File: src/rtl/calc_pkg.sv
// Shared types and constants for the result display: FSM states, segment
// patterns and the digit-count helper used by the width check.
package calc_pkg;

   typedef enum logic [1:0] {IDLE, CONVERT, LOAD} disp_state_t;

   localparam logic [6:0] SEG_BLANK = 7'h7F;
   localparam logic [6:0] SEG_MINUS = 7'h3F;

   // Active-low gfedcba patterns; index 0 is the rightmost entry.
   localparam logic [9:0][6:0] SEG_TABLE = {
      7'h10, 7'h00, 7'h78, 7'h02, 7'h12,
      7'h19, 7'h30, 7'h24, 7'h79, 7'h40
   };

   // Decimal digits needed to show 2^bits-1, i.e. ceil(bits*log10(2)).
   function automatic int dec_digits(input int bits);
      longint v;
      int     d;
      v = (longint'(1) << bits) - 1;
      d = 1;
      while (v >= 10) begin
         v = v / 10;
         d++;
      end
      return d;
   endfunction

endpackage

File: src/rtl/seg7_decoder.sv
// One BCD digit to an active-low 7-segment pattern; non-decimal nibbles and
// the blank flag both give a dark digit.
module seg7_decoder
   import calc_pkg::*;
(
   input  logic [3:0] bcd,
   input  logic       blank,
   output logic [6:0] seg
);

   always_comb begin
      seg = SEG_BLANK;
      if (!blank && (bcd <= 4'd9))
         seg = SEG_TABLE[bcd];
   end

endmodule

File: src/rtl/result_display.sv
// Signed-magnitude result to a multiplexed active-low 7-segment display,
// using a one-shift-per-clock double-dabble and leading-zero blanking.
//
//   state   | meaning
//   IDLE    | compare input with shown value, start conversion on difference
//   CONVERT | add-3 / shift one bit per clock, one settle cycle after last shift
//   LOAD    | copy decoded digits and sign into the display registers
module result_display
   import calc_pkg::*;
#(
   parameter int n           = 6,
   parameter int N_DIGITS    = 3,
   parameter int REFRESH_DIV = 100000
) (
   input  logic                clk,
   input  logic                rst,
   input  logic [n-1:0]        res,
   input  logic                is_negative,
   output logic [6:0]          seg,
   output logic                dp,
   output logic [N_DIGITS-1:0] an,
   output logic                busy
);

   localparam int MAG  = N_DIGITS - 1;
   localparam int BW   = 4 * MAG;
   localparam int CNTW = $clog2(n + 1);
   localparam int RW   = (REFRESH_DIV > 1) ? $clog2(REFRESH_DIV) : 1;
   localparam int IW   = (N_DIGITS > 1) ? $clog2(N_DIGITS) : 1;

   generate
      if (MAG < dec_digits(n)) begin : g_width_check
         $error("result_display: N_DIGITS-1 too small for an %0d-bit magnitude", n);
      end
   endgenerate

   disp_state_t               state;
   logic                      force_cvt;
   logic [n:0]                shown;
   logic                      lat_neg;
   logic [n-1:0]              lat_mag;
   logic [BW-1:0]             bcd;
   logic [BW-1:0]             bcd_adj;
   logic [n-1:0]              bin;
   logic [CNTW-1:0]           cnt;
   logic [MAG-1:0]            dig_blank;
   logic [MAG-1:0][6:0]       dig_seg;
   logic [6:0]                sign_seg;
   logic [N_DIGITS-1:0][6:0]  disp_pat;
   logic [RW-1:0]             refresh_cnt;
   logic [IW-1:0]             idx;

   assign dp = 1'b1;

   always_comb begin
      bcd_adj = bcd;
      for (int k = 0; k < MAG; k++) begin
         if (bcd[4*k +: 4] >= 4'd5)
            bcd_adj[4*k +: 4] = bcd[4*k +: 4] + 4'd3;
      end
   end

   // A digit is blank when it and every digit above it are zero; digit 0 always shows.
   always_comb begin
      logic nz_above;
      dig_blank = '0;
      nz_above  = 1'b0;
      for (int k = MAG - 1; k >= 1; k--) begin
         nz_above     = nz_above | (bcd[4*k +: 4] != 4'd0);
         dig_blank[k] = !nz_above;
      end
   end

   generate
      for (genvar k = 0; k < MAG; k++) begin : g_dec
         seg7_decoder u_dec (
            .bcd   (bcd[4*k +: 4]),
            .blank (dig_blank[k]),
            .seg   (dig_seg[k])
         );
      end
   endgenerate

   assign sign_seg = (lat_neg && (lat_mag != '0)) ? SEG_MINUS : SEG_BLANK;

   always_ff @(posedge clk) begin
      if (rst) begin
         state     <= IDLE;
         force_cvt <= 1'b1;
         shown     <= '0;
         lat_neg   <= 1'b0;
         lat_mag   <= '0;
         bcd       <= '0;
         bin       <= '0;
         cnt       <= '0;
         busy      <= 1'b0;
         disp_pat  <= {N_DIGITS{SEG_BLANK}};
      end else begin
         case (state)
            IDLE: begin
               if (force_cvt || ({is_negative, res} != shown)) begin
                  lat_neg <= is_negative;
                  lat_mag <= res;
                  bin     <= res;
                  bcd     <= '0;
                  cnt     <= '0;
                  busy    <= 1'b1;
                  state   <= CONVERT;
               end
            end
            CONVERT: begin
               if (cnt == CNTW'(n)) begin
                  state <= LOAD;
               end else begin
                  bcd <= {bcd_adj[BW-2:0], bin[n-1]};
                  bin <= bin << 1;
                  cnt <= cnt + 1'b1;
               end
            end
            LOAD: begin
               disp_pat[MAG-1:0]      <= dig_seg;
               disp_pat[N_DIGITS-1]   <= sign_seg;
               shown                  <= {lat_neg, lat_mag};
               force_cvt              <= 1'b0;
               busy                   <= 1'b0;
               state                  <= IDLE;
            end
            default: state <= IDLE;
         endcase
      end
   end

   // an and seg are registered on the same edge so a digit never shows its neighbour's pattern.
   always_ff @(posedge clk) begin
      if (rst) begin
         refresh_cnt <= '0;
         idx         <= '0;
         seg         <= SEG_BLANK;
         an          <= '1;
      end else begin
         an  <= ~({{(N_DIGITS-1){1'b0}}, 1'b1} << idx);
         seg <= disp_pat[idx];
         if (refresh_cnt == RW'(REFRESH_DIV - 1)) begin
            refresh_cnt <= '0;
            idx         <= (idx == IW'(N_DIGITS - 1)) ? '0 : idx + 1'b1;
         end else begin
            refresh_cnt <= refresh_cnt + 1'b1;
         end
      end
   end

endmodule

File: config.mk
export PLATFORM = sky130hd
export DESIGN_NAME = result_display
export DESIGN_NICKNAME = d
export VERILOG_FILES = /design/src/rtl/calc_pkg.sv /design/src/rtl/seg7_decoder.sv /design/src/rtl/result_display.sv
export SDC_FILE = /design/constraint.sdc
export NUM_CORES = 1
export LEC_CHECK = 0
export CELL_PAD_IN_SITES_DETAIL_PLACEMENT = 1
export CELL_PAD_IN_SITES_GLOBAL_PLACEMENT = 1
export CORE_UTILIZATION = 30
export CTS_BUF_LIST = sky130_fd_sc_hd__clkbuf_8
export DETAILED_ROUTE_END_ITERATION = 16
export MAX_ROUTING_LAYER = met4
export PLACE_DENSITY = 0.59
export SETUP_SLACK_MARGIN = 0.05
export SLEW_MARGIN = 15
export SYNTH_ARGS = -nofsm -noshare
export SYNTH_HDL_FRONTEND = slang
export SYNTH_SLANG_ARGS = --single-unit
File: constraint.sdc
create_clock -name clk -period 5.3 [get_ports clk]
set_clock_uncertainty 0.1 [all_clocks]
set_input_delay 1.06 -clock clk [delete_from_list [all_inputs] [get_ports clk]]
set_output_delay 1.06 -clock clk [all_outputs]
set_load 0.03 [all_outputs]
==> qor.csv, run 1 <==
stage,metric,value,unit
outcome,outcome,completed,
worst_setup_path,crit_type,primary input to flip-flop,
clock_network,cts_buffers,9,
cells_and_area,multiInputGateArea,1910,µm²
synthesis,netlist.area_leader.share,0.475,
grt,track_usage,0.144,
synthesis,synth_edf_count,0,
floorplan,dieHeight,116,µm
clock_network,cts_resized,0,
placement,hpwlAfterDp,6220,µm
clock_network,h-tree-depth,3,
cells_and_area,layout.nets,467,
drt,route.detailed.drc,0,
floorplan,fp.dieArea,13500,µm²
hold_path,hp-class,flip-flop to flip-flop,
worst_setup_path,required,5430,ps
sta,period_minus_slack,3640,ps
floorplan,io_pins,21,
sta,slew_headroom,0.564,
grt,overflow,0,
drt,avgRoutedWirePerCell,14.1,µm
power,power_switching,0.307,mW
clock_network,clk_latency,370,ps
cells_and_area,antenna_cells,0,
synthesis,avgSynthCellArea,9.14,µm²
sta,fmax,275,MHz
synthesis,yosysTopAreaCell,dfxtp_1,
worst_setup_path,worst_path_largest_cell_delay,540,ps
power,power_frac_comb,0.061,
clock_network,tritoncts,built,
synthesis,synth.net_count,456,
power,ir_drop,89.5,µV
cells_and_area,nFillCells,1499,
clock_network,clock-sinks,93,
synthesis,syn_area,3920,µm²
grt,grt_pass1_vias,2872,
drt,routed_wirelength,8680,µm
sta,setup_viol,0,
worst_setup_path,crit_slowest_cell,o21ai_2,
worst_setup_path,crit_path_end_kind,flip-flop,
cells_and_area,syn_to_final_growth,12.6,%
clock_network,postCtsSetupBuffers,0,
worst_setup_path,crit_buf_inv,2,
drt,dr.pass1.iters,4,
synthesis,yosys_warnings,0,
grt,grt_antenna_before_repair,0,
sta,drv_slew,0,
clock_network,cts_buffer_depth,2,
power,p_clk_frac,0.345,
floorplan,die_w,116,µm
run,maxCapViolations,0,
drt,vias_per_cell,4.69,
sta,tightest_slew,653,ps
synthesis,synth.area.top_cells,"dfxtp_1 47%, ha_1 5.7%, nor2_1 5.6%, mux2i_1 4.6%, nand2_1 3.9%",
cells_and_area,ff_latch_area,1860,µm²
power,netSwitchingFraction,0.253,
worst_setup_path,cpLargestDelayFamily,compound AO/OA/AOI/OAI gates,
power,power_frac_seq,0.594,
synthesis,ys_ff_latch,93,
worst_setup_path,path_cells,clkdlybuf4s50_1 -> xor2_1 -> or4_4 -> o21ai_2 -> a32oi_1 -> ha_1 -> inv_1 -> mux2i_1 -> nor2_1,
sta,setup_total_negative_slack,0,ps
floorplan,fp.coreArea,12700,µm²
floorplan,rows,41,
cells_and_area,fin_util,0.349,
drt,first_iter_violations,124,
placement,place_congestion,0.753,
worst_setup_path,crit_path_max_fanout,15,
clock_network,cts_root_buf,clkbuf_8,
worst_setup_path,start_kind,primary input,
floorplan,initial_utilization,0.310,
drt,ant_nets,0,
power,p_int,0.909,mW
clock_network,hold_buffers,0,
sta,period_share,0.686,
power,p_leak,1.76,nW
sta,rsz0062_at_grt,false,
power,power,1.22,mW
synthesis,ys_types,48,
cells_and_area,layout_common_cells,"93 x dfxtp_1, 58 x nor2_1, 41 x nand2_1, 23 x a21oi_1, 20 x nand2b_1",
worst_setup_path,r2r_setup_slack,2310,ps
placement,io_buffers,19,
power,pwr_density_cell,275,nW/µm²
grt,grt_pass1_wl,14300,µm
clock_network,path_clk_slew,90,ps
sta,hold_viol,0,
cells_and_area,final_common_cell,dfxtp_1,
worst_setup_path,cp.arrival,3770,ps
synthesis,synth_flop_cell,dfxtp_1,
synthesis,postSynth.asyncResetShare,0,
cells_and_area,drive_above_1_share,0.0608,
drt,vias,2886,
synthesis,syn_inst,429,
synthesis,seq_area_frac_synth,0.475,
grt,grt_max_degree,37,
==> tightest hold or removal path: stages (launching register included) <==
cell	delay [ps]
dfxtp_1	310
o22ai_1	50
nand2b_1	60
==> Yosys cell counts, types with 2 or more instances <==
| master | number |
|---|---|
| clkbuf_1 | 17 |
| and4_1 | 3 |
| inv_1 | 18 |
| o21ai_0 | 3 |
| nor2_1 | 58 |
| nor3b_1 | 2 |
| nand2_1 | 41 |
| a21oi_1 | 23 |
| a211o_1 | 6 |
| xor2_1 | 15 |
| and3_1 | 2 |
| or2_2 | 2 |
| o22ai_1 | 15 |
| buf_4 | 2 |
| a32oi_1 | 2 |
| nand2b_1 | 20 |
| a31oi_1 | 2 |
| nor2b_1 | 4 |
| ha_1 | 18 |
| a211oi_1 | 7 |
| a21o_1 | 2 |
| dfxtp_1 | 93 |
| and2_1 | 2 |
| nand3_1 | 9 |
| nand4_1 | 3 |
| or3_1 | 2 |
| xnor2_1 | 11 |
| nor4_1 | 3 |
| mux2i_1 | 18 |
| nor3_1 | 8 |
==> layer usage <==
metal | GRT usage | vias to the layer above | part of all wire | wire, µm
met1 | 0.190 | 1383 | 0.51 | 4380
met5 | - | - | 0 | 0
met3 | 0.0317 | 11 | 0.024 | 207
li1 | - | 1466 | - | -
met4 | 0.0590 | 0 | 0.014 | 125
met2 | 0.212 | 26 | 0.46 | 3960
==> power by group through the flow <==
| stage | registers, mW | clock network (mW) | logic (mW) |
|---|---|---|---|
| final | 0.722 | 0.420 | 0.0745 |
| after global routing | 0.724 | 0.471 | 0.0837 |
| after CTS | 0.722 | 0.438 | 0.0757 |
| after detailed placement | 0.738 | 0 | 0.0754 |
| after global placement | 0.738 | 0 | 0.0740 |
| after floorplan | 0.737 | 0 | 0.0520 |
==> through the flow <==
stage	setup WS, ps	hold slack [ps]	cell area [µm²]	cells
6_report	1660	344	4420	616
5_1_grt	1530	380	4420	616
4_1_cts	1670	350	4420	616
3_5_place_dp	1270	336	4250	601
3_3_place_gp	1380	326	4250	601
2_1_floorplan	2280	322	3920	429
==> final timing paths <==
kind | start | to | depth (start not counted)
hold / removal | flip-flop | disp_pat[13]$_SDFFE_PP1P_ | 2
setup reg to reg | state[1]$_SDFFE_PP0P_ | flip-flop | 8
setup / recovery | res[0] | flip-flop | 9
hold reg to reg | flip-flop | disp_pat[13]$_SDFFE_PP1P_ | 2
==> cells by family after synthesis <==
group	after synthesis	synth area share
AND/OR/NAND/NOR	166	0.207
flip-flops	93	0.475
AO/OA/AOI/OAI	68	0.116
buffers and inverters	39	0.0395
XOR/XNOR	26	0.0581
adder cells (fa/ha/maj)	18	0.0574
multiplexers	18	0.0459
other	1	0.000956
==> cell type report <==
type / instances / area share
Multi-Input combinational cell: 297 / 0.431
Tap cell: 172 / 0.0487
Clock inverter: 6 / 0.00963
Timing Repair Buffer: 21 / 0.0453
Sequential cell: 93 / 0.422
Clock buffer: 9 / 0.0280
Inverter: 18 / 0.0153
No activity file was read; power rests on OpenSTA's default activity.
==> inputs of run 2 (changes only) <==
PLACE_DENSITY = 0.62   (was 0.59)
clock period = 2.9 ns   (was 5.3 ns; I/O delays follow)
==> run 2 against run 1 <==
Against the previous run: register-to-register slack got worse by 1900 ps; sequential power increased by 83%; largest power group unchanged; worst setup slack got worse by 1400 ps; combinational power increased by 110%; power increased by 90%; sequential cell count unchanged; routed wire length increased by 3.1%; cell count increased by 4.4%; final area increased by 4.8%; global-route usage increased by 0.39 points; count of clock-buffer cells in the layout unchanged; die area unchanged.
==> qor.csv, run 2 (synthesis gave the netlist of run 1 again) <==
stage,metric,value,unit,change
outcome,outcome,completed,,
hold_path,hp-class,flip-flop to flip-flop,,
cells_and_area,antenna_cells,0,,unchanged
drt,vias_per_cell,4.65,,-0.65%
grt,grt_pass1_wl,14900,µm,+4.1%
grt,grt_pass1_vias,3016,,+5.0%
cells_and_area,layout_common_cells,"93 x dfxtp_1, 58 x nor2_1, 41 x nand2_1, 28 x buf_4, 23 x a21oi_1",,
placement,placed_area,4450,µm²,+4.6%
grt,grt_antenna_before_repair,0,,unchanged
clock_network,hold_buffers,0,,unchanged
drt,first_iter_violations,175,,+41%
run,maxCapViolations,0,,unchanged
sta,hold_slack,345,ps,+1.65 ps
worst_setup_path,crit_path_end_kind,flip-flop,,
clock_network,cts_resized,0,,unchanged
sta,period_share,0.924,,
cells_and_area,syn_to_final_growth,18.0,%,
drt,route.detailed.drc,0,,unchanged
grt,grt_max_degree,50,,+35%
worst_setup_path,crit_path_max_fanout,4,,-11
power,netSwitchingFraction,0.267,,+0.0144
clock_network,h-tree-depth,3,,unchanged
grt,grtUsageMet3,0.0280,,-0.00363
sta,hold_viol,0,,unchanged
placement,hpwlAfterDp,6490,µm,+4.4%
power,p_leak,1.88,nW,+7.1%
sta,setup_viol,0,,unchanged
sta,period_minus_slack,2680,ps,
worst_setup_path,worst_path_largest_cell_delay,520,ps,-20 ps
sta,rsz0062_at_grt,false,,
floorplan,dieHeight,116,µm,unchanged
sta,drv_slew,0,,unchanged
floorplan,die_w,116,µm,unchanged
floorplan,rows,41,,unchanged
worst_setup_path,required,3080,ps,-2350 ps
power,power_switching,0.618,mW,+100%
placement,place_congestion,0.752,,-0.19%
sta,slew_headroom,0.571,,+0.00669
worst_setup_path,cpLargestDelayFamily,buffers and inverters,,
cells_and_area,layout.nets,493,,+5.6%
power,pwr_density_cell,500,nW/µm²,+81%
floorplan,fp.coreArea,12700,µm²,unchanged
grt,grt_most_used_layer,met2,,
sta,tightest_slew,639,ps,-13.6 ps
power,p_int,1.69,mW,+86%
clock_network,clock-sinks,93,,unchanged
power,power_frac_seq,0.571,,-0.023
power,power_frac_comb,0.068,,+0.007
cells_and_area,nFillCells,1512,,+0.87%
clock_network,cts_buffer_depth,2,,unchanged
worst_setup_path,cp.arrival,2860,ps,-910 ps
floorplan,io_pins,21,,unchanged
cells_and_area,final_common_cell,dfxtp_1,,
worst_setup_path,path_cells,clkdlybuf4s50_1 -> xor2_1 -> or4_4 -> o21ai_2 -> buf_4 -> a32oi_1 -> ha_1 -> inv_1 -> mux2i_1 -> nor2_1,,
floorplan,fp.dieArea,13500,µm²,unchanged
drt,vias,2993,,+3.7%
placement,io_buffers,19,,unchanged
clock_network,cts_root_buf,clkbuf_8,,
clock_network,cts_buffers,9,,unchanged
clock_network,tritoncts,built,,
worst_setup_path,crit_buf_inv,3,,+1
clock_network,path_clk_slew,100,ps,about the same
drt,routed_wirelength,8940,µm,+3.1%
worst_setup_path,crit_slowest_cell,or4_4,,
clock_network,clk_latency,380,ps,about the same
grt,track_usage,0.148,,+0.00390
drt,avgRoutedWirePerCell,13.9,µm,-1.2%
power,ir_drop,186,µV,+110%
drt,dr.pass1.iters,4,,unchanged
worst_setup_path,start_kind,primary input,,
floorplan,initial_utilization,0.310,,unchanged
grt,grt_use_met1,0.194,,+0.00443
drt,ant_nets,0,,unchanged
cells_and_area,drive_above_1_share,0.117,,+0.0560
worst_setup_path,crit_type,primary input to flip-flop,,
clock_network,postCtsSetupBuffers,0,,unchanged
grt,met2_usage,0.220,,+0.00828
power,p_clk_frac,0.361,,+0.016
grt,overflow,0,,unchanged
sta,fmax,373,MHz,
cells_and_area,design_area,4630,µm²,+4.8%
-- run 2: cell types whose count changed in the layout (fill, tap and decap cells not counted) --
cell	delta
buf_4	+26
inv_6	+3
clkinv_2	-1
clkinv_4	-1
clkinvlp_4	+1
inv_1	-1
-- run 2: path summary, 6_finish.rpt --
check | cells after the start | slack [ps] | end | start
hold / removal | 2 | 350 | disp_pat[1]$_SDFFE_PP1P_ | flip-flop
hold reg to reg | 2 | 350 | disp_pat[1]$_SDFFE_PP1P_ | flip-flop
setup reg to reg | 9 | 410 | flip-flop | cnt[0]$_SDFFE_PP0N_
setup / recovery | 10 | 220 | flip-flop | res[3]
-- run 2: per-stage QoR --
| stage | utilization | cells | TNS, ps | power [mW] | worst slack [ps] |
|---|---|---|---|---|---|
| after detailed placement | 0.351 | 627 | -1280 | 1.51 | -164 |
| after global routing | 0.365 | 643 | 0 | 2.41 | 93.0 |
| after floorplan | - | 429 | 0 | 1.44 | 357 |
| final | 0.365 | 643 | 0 | 2.31 | 220 |
| after CTS | 0.365 | 643 | 0 | 2.35 | 235 |
| after global placement | 0.351 | 627 | -878 | 1.50 | -130 |
-- run 2: cell type report --
class	count	area [µm²]	area share
multi-input cells	297	1910	0.412
inverters	18	67.6	0.0146
flip-flops and latches	93	1860	0.402
clock inverters	7	58.8	0.0127
clock buffers	9	124	0.0268
repair buffers	47	395	0.0854
well taps	172	215	0.0465
-- run 2: worst register-to-register path: stages (launching register included) --
cell and delay, ps:
dfxtp_1 380, inv_1 60, ha_1 180, and2_1 220, nor3_1 560, a32oi_1 260
buf_4 230, ha_1 210, mux2i_1 140, nor2_1 50
-- run 2: power groups by stage --
stage / Combinational (mW) / Clock (mW) / Sequential, mW
CTS: 0.159 / 0.871 / 1.32
floorplan: 0.0950 / 0 / 1.35
finish: 0.157 / 0.836 / 1.32
global route: 0.173 / 0.917 / 1.32
global placement: 0.155 / 0 / 1.35
detailed placement: 0.158 / 0 / 1.35
-- run 2: metal layers --
metal	share of wire	up-vias	wire length [µm]
li1	-	1521	-
met4	0.017	0	150
met1	0.52	1443	4640
met5	0	-	0
met2	0.45	19	4000
met3	0.018	10	159
==> inputs of run 3 (changes only) <==
CORE_UTILIZATION = 43   (was 30)
PLACE_DENSITY = 0.81   (was 0.62)
==> run 3 against run 2 <==
Against the previous run: final area shrank 1.1%; die area shrank 30%; routed wire length grew 1.0%; register-to-register slack gained 40 ps; global-route usage grew 6.0 points; worst hold slack is essentially flat.
==> qor.csv, run 3 (synthesis gave the netlist of run 1 again) <==
stage,metric,value,unit,change
outcome,outcome,completed,,
drt,avgRoutedWirePerCell,15.6,µm,+12%
drt,dr.pass1.iters,4,,unchanged
grt,track_usage,0.208,,+0.0599
drt,vias,3069,,+2.5%
floorplan,fp.dieArea,9510,µm²,-30%
clock_network,hold_buffers,0,,unchanged
power,power,2.33,mW,+0.87%
floorplan,rows,34,,-17%
grt,grt_antenna_before_repair,0,,unchanged
power,power_frac_comb,0.070,,+0.002
drt,route.detailed.drc,0,,unchanged
power,power_switching,0.625,mW,+1.2%
sta,setup_viol,0,,unchanged
hold_path,hp-class,flip-flop to flip-flop,,
grt,grt_pass1_vias,3221,,+6.8%
floorplan,initial_utilization,0.448,,+0.138
sta,slew_headroom,0.590,,+0.0195
sta,fmax,369,MHz,-1.0%
sta,rsz0062_at_grt,false,,
grt,overflow,0,,unchanged
clock_network,clock-sinks,93,,unchanged
placement,place_congestion,0.756,,+0.57%
worst_setup_path,required,3080,ps,about the same
cells_and_area,layout.nets,494,,+0.20%
drt,first_iter_violations,80,,-54%
power,netSwitchingFraction,0.268,,+0.000902
clock_network,cts_root_buf,clkbuf_8,,
grt,grt_max_degree,37,,-26%
placement,io_buffers,19,,unchanged
grt,grt_pass1_wl,15600,µm,+5.1%
cells_and_area,final_common_cell,dfxtp_1,,
sta,tightest_slew,614,ps,-25.7 ps
drt,ant_nets,0,,unchanged
cells_and_area,antenna_cells,0,,unchanged
floorplan,dieHeight,97.5,µm,-16%
floorplan,fp.coreArea,8760,µm²,-31%
drt,vias_per_cell,5.29,,+14%
power,p_leak,1.90,nW,+0.74%
power,ir_drop,260,µV,+40%
power,power_frac_seq,0.566,,-0.005
worst_setup_path,crit_path_max_fanout,5,,+1
power,p_int,1.71,mW,+0.75%
sta,period_minus_slack,2710,ps,+26.9 ps
worst_setup_path,crit_type,primary input to flip-flop,,
cells_and_area,design_area,4580,µm²,-1.1%
clock_network,cts_buffer_depth,2,,unchanged
clock_network,cts_buffers,9,,unchanged
worst_setup_path,crit_path_end_kind,flip-flop,,
placement,placed_area,4370,µm²,-1.8%
worst_setup_path,cp.arrival,2890,ps,+30 ps
clock_network,h-tree-depth,3,,unchanged
cells_and_area,layout_common_cells,"93 x dfxtp_1, 58 x nor2_1, 41 x nand2_1, 29 x buf_4, 23 x a21oi_1",,
drt,routed_wirelength,9030,µm,+1.0%
cells_and_area,drive_above_1_share,0.123,,+0.00611
worst_setup_path,start_kind,primary input,,
floorplan,io_pins,21,,unchanged
placement,hpwlAfterDp,6420,µm,-1.1%
power,pwr_density_cell,509,nW/µm²,+2.0%
sta,drv_slew,0,,unchanged
floorplan,die_w,97.5,µm,-16%
sta,hold_viol,0,,unchanged
cells_and_area,syn_to_final_growth,16.7,%,
worst_setup_path,path_cells,clkdlybuf4s50_1 -> xor2_1 -> or4_4 -> o21ai_4 -> nand3_1 -> a21o_1 -> inv_1 -> ha_2 -> nor2_1 -> a211oi_2,,
power,p_clk_frac,0.364,,+0.003
worst_setup_path,worst_path_largest_cell_delay,550,ps,+30 ps
clock_network,clk_latency,370,ps,about the same
worst_setup_path,crit_slowest_cell,or4_4,,
clock_network,tritoncts,built,,
clock_network,path_clk_slew,110,ps,about the same
sta,period_share,0.933,,+0.00929
run,maxCapViolations,0,,unchanged
## run 3: changes by cell type in the layout (fill, tap and decap cells not counted), sizes merged
cell      delta
buf          +1
clkinvlp     -1
inv          +1
## run 3: worst paths after layout
check | depth (start not counted) | slack [ps] | startpoint | endpoint
max reg2reg | 11 | 450 | cnt[0]$_SDFFE_PP0N_ | flip-flop
min | 2 | 350 | flip-flop | disp_pat[3]$_SDFFE_PP1P_
min reg2reg | 2 | 350 | flip-flop | disp_pat[3]$_SDFFE_PP1P_
max | 10 | 190 | res[3] | flip-flop
## run 3: critical path: cells and delay by family
kind | cells | cell delay (ps)
XOR/XNOR | 1 | 170
AO/OA/AOI/OAI | 3 | 660
adder cells (fa/ha/maj) | 1 | 210
buffers and inverters | 2 | 550
AND/OR/NAND/NOR | 3 | 720
## run 3: through the flow
stage / worst slack, ps / instances / utilization / hold slack (ps) / TNS [ps]
after floorplan: 357 / 429 / - / 322 / 0
after global placement: -98.5 / 563 / 0.498 / 326 / -648
after detailed placement: -254 / 563 / 0.498 / 334 / -1640
after CTS: 90.1 / 579 / 0.521 / 355 / 0
after global routing: 88.8 / 580 / 0.522 / 368 / 0
final: 194 / 580 / 0.522 / 345 / 0
## run 3: layout make-up
type	instances	area [µm²]
timing repair buffer	48	403
fill	1009	4190
tap	108	135
clock buffer	9	124
inverter	18	67.6
multi-input combinational	297	1920
sequential	93	1860
clock inverter	7	66.3
## run 3: per-layer routing
metal  global-route usage  vias up  routed length [µm]
li1                     -     1520                   -
met1                0.253     1515                4120
met2                0.356       24                4640
met3               0.0259       10                 160
met4               0.0679        0                 110
met5                    -        -                   0
## run 3: power by group through the flow
stage	sequential [mW]	combinational, mW	clock, mW
2_1_floorplan	1.35	0.0950	0
3_3_place_gp	1.35	0.152	0
3_5_place_dp	1.35	0.158	0
4_1_cts	1.32	0.162	0.860
5_1_grt	1.32	0.181	0.915
6_report	1.32	0.163	0.850
## run 3: what timing repair did
| item | in CTS | in global routing |
|---|---|---|
| hold endpoints to repair | 0 | 0 |
| gates resized for setup | 1 | 2 |
| pin swaps | 0 | 2 |
| setup endpoints to repair | 1 | 1 |
| setup buffers | 0 | 1 |
| cloned | 0 | 0 |
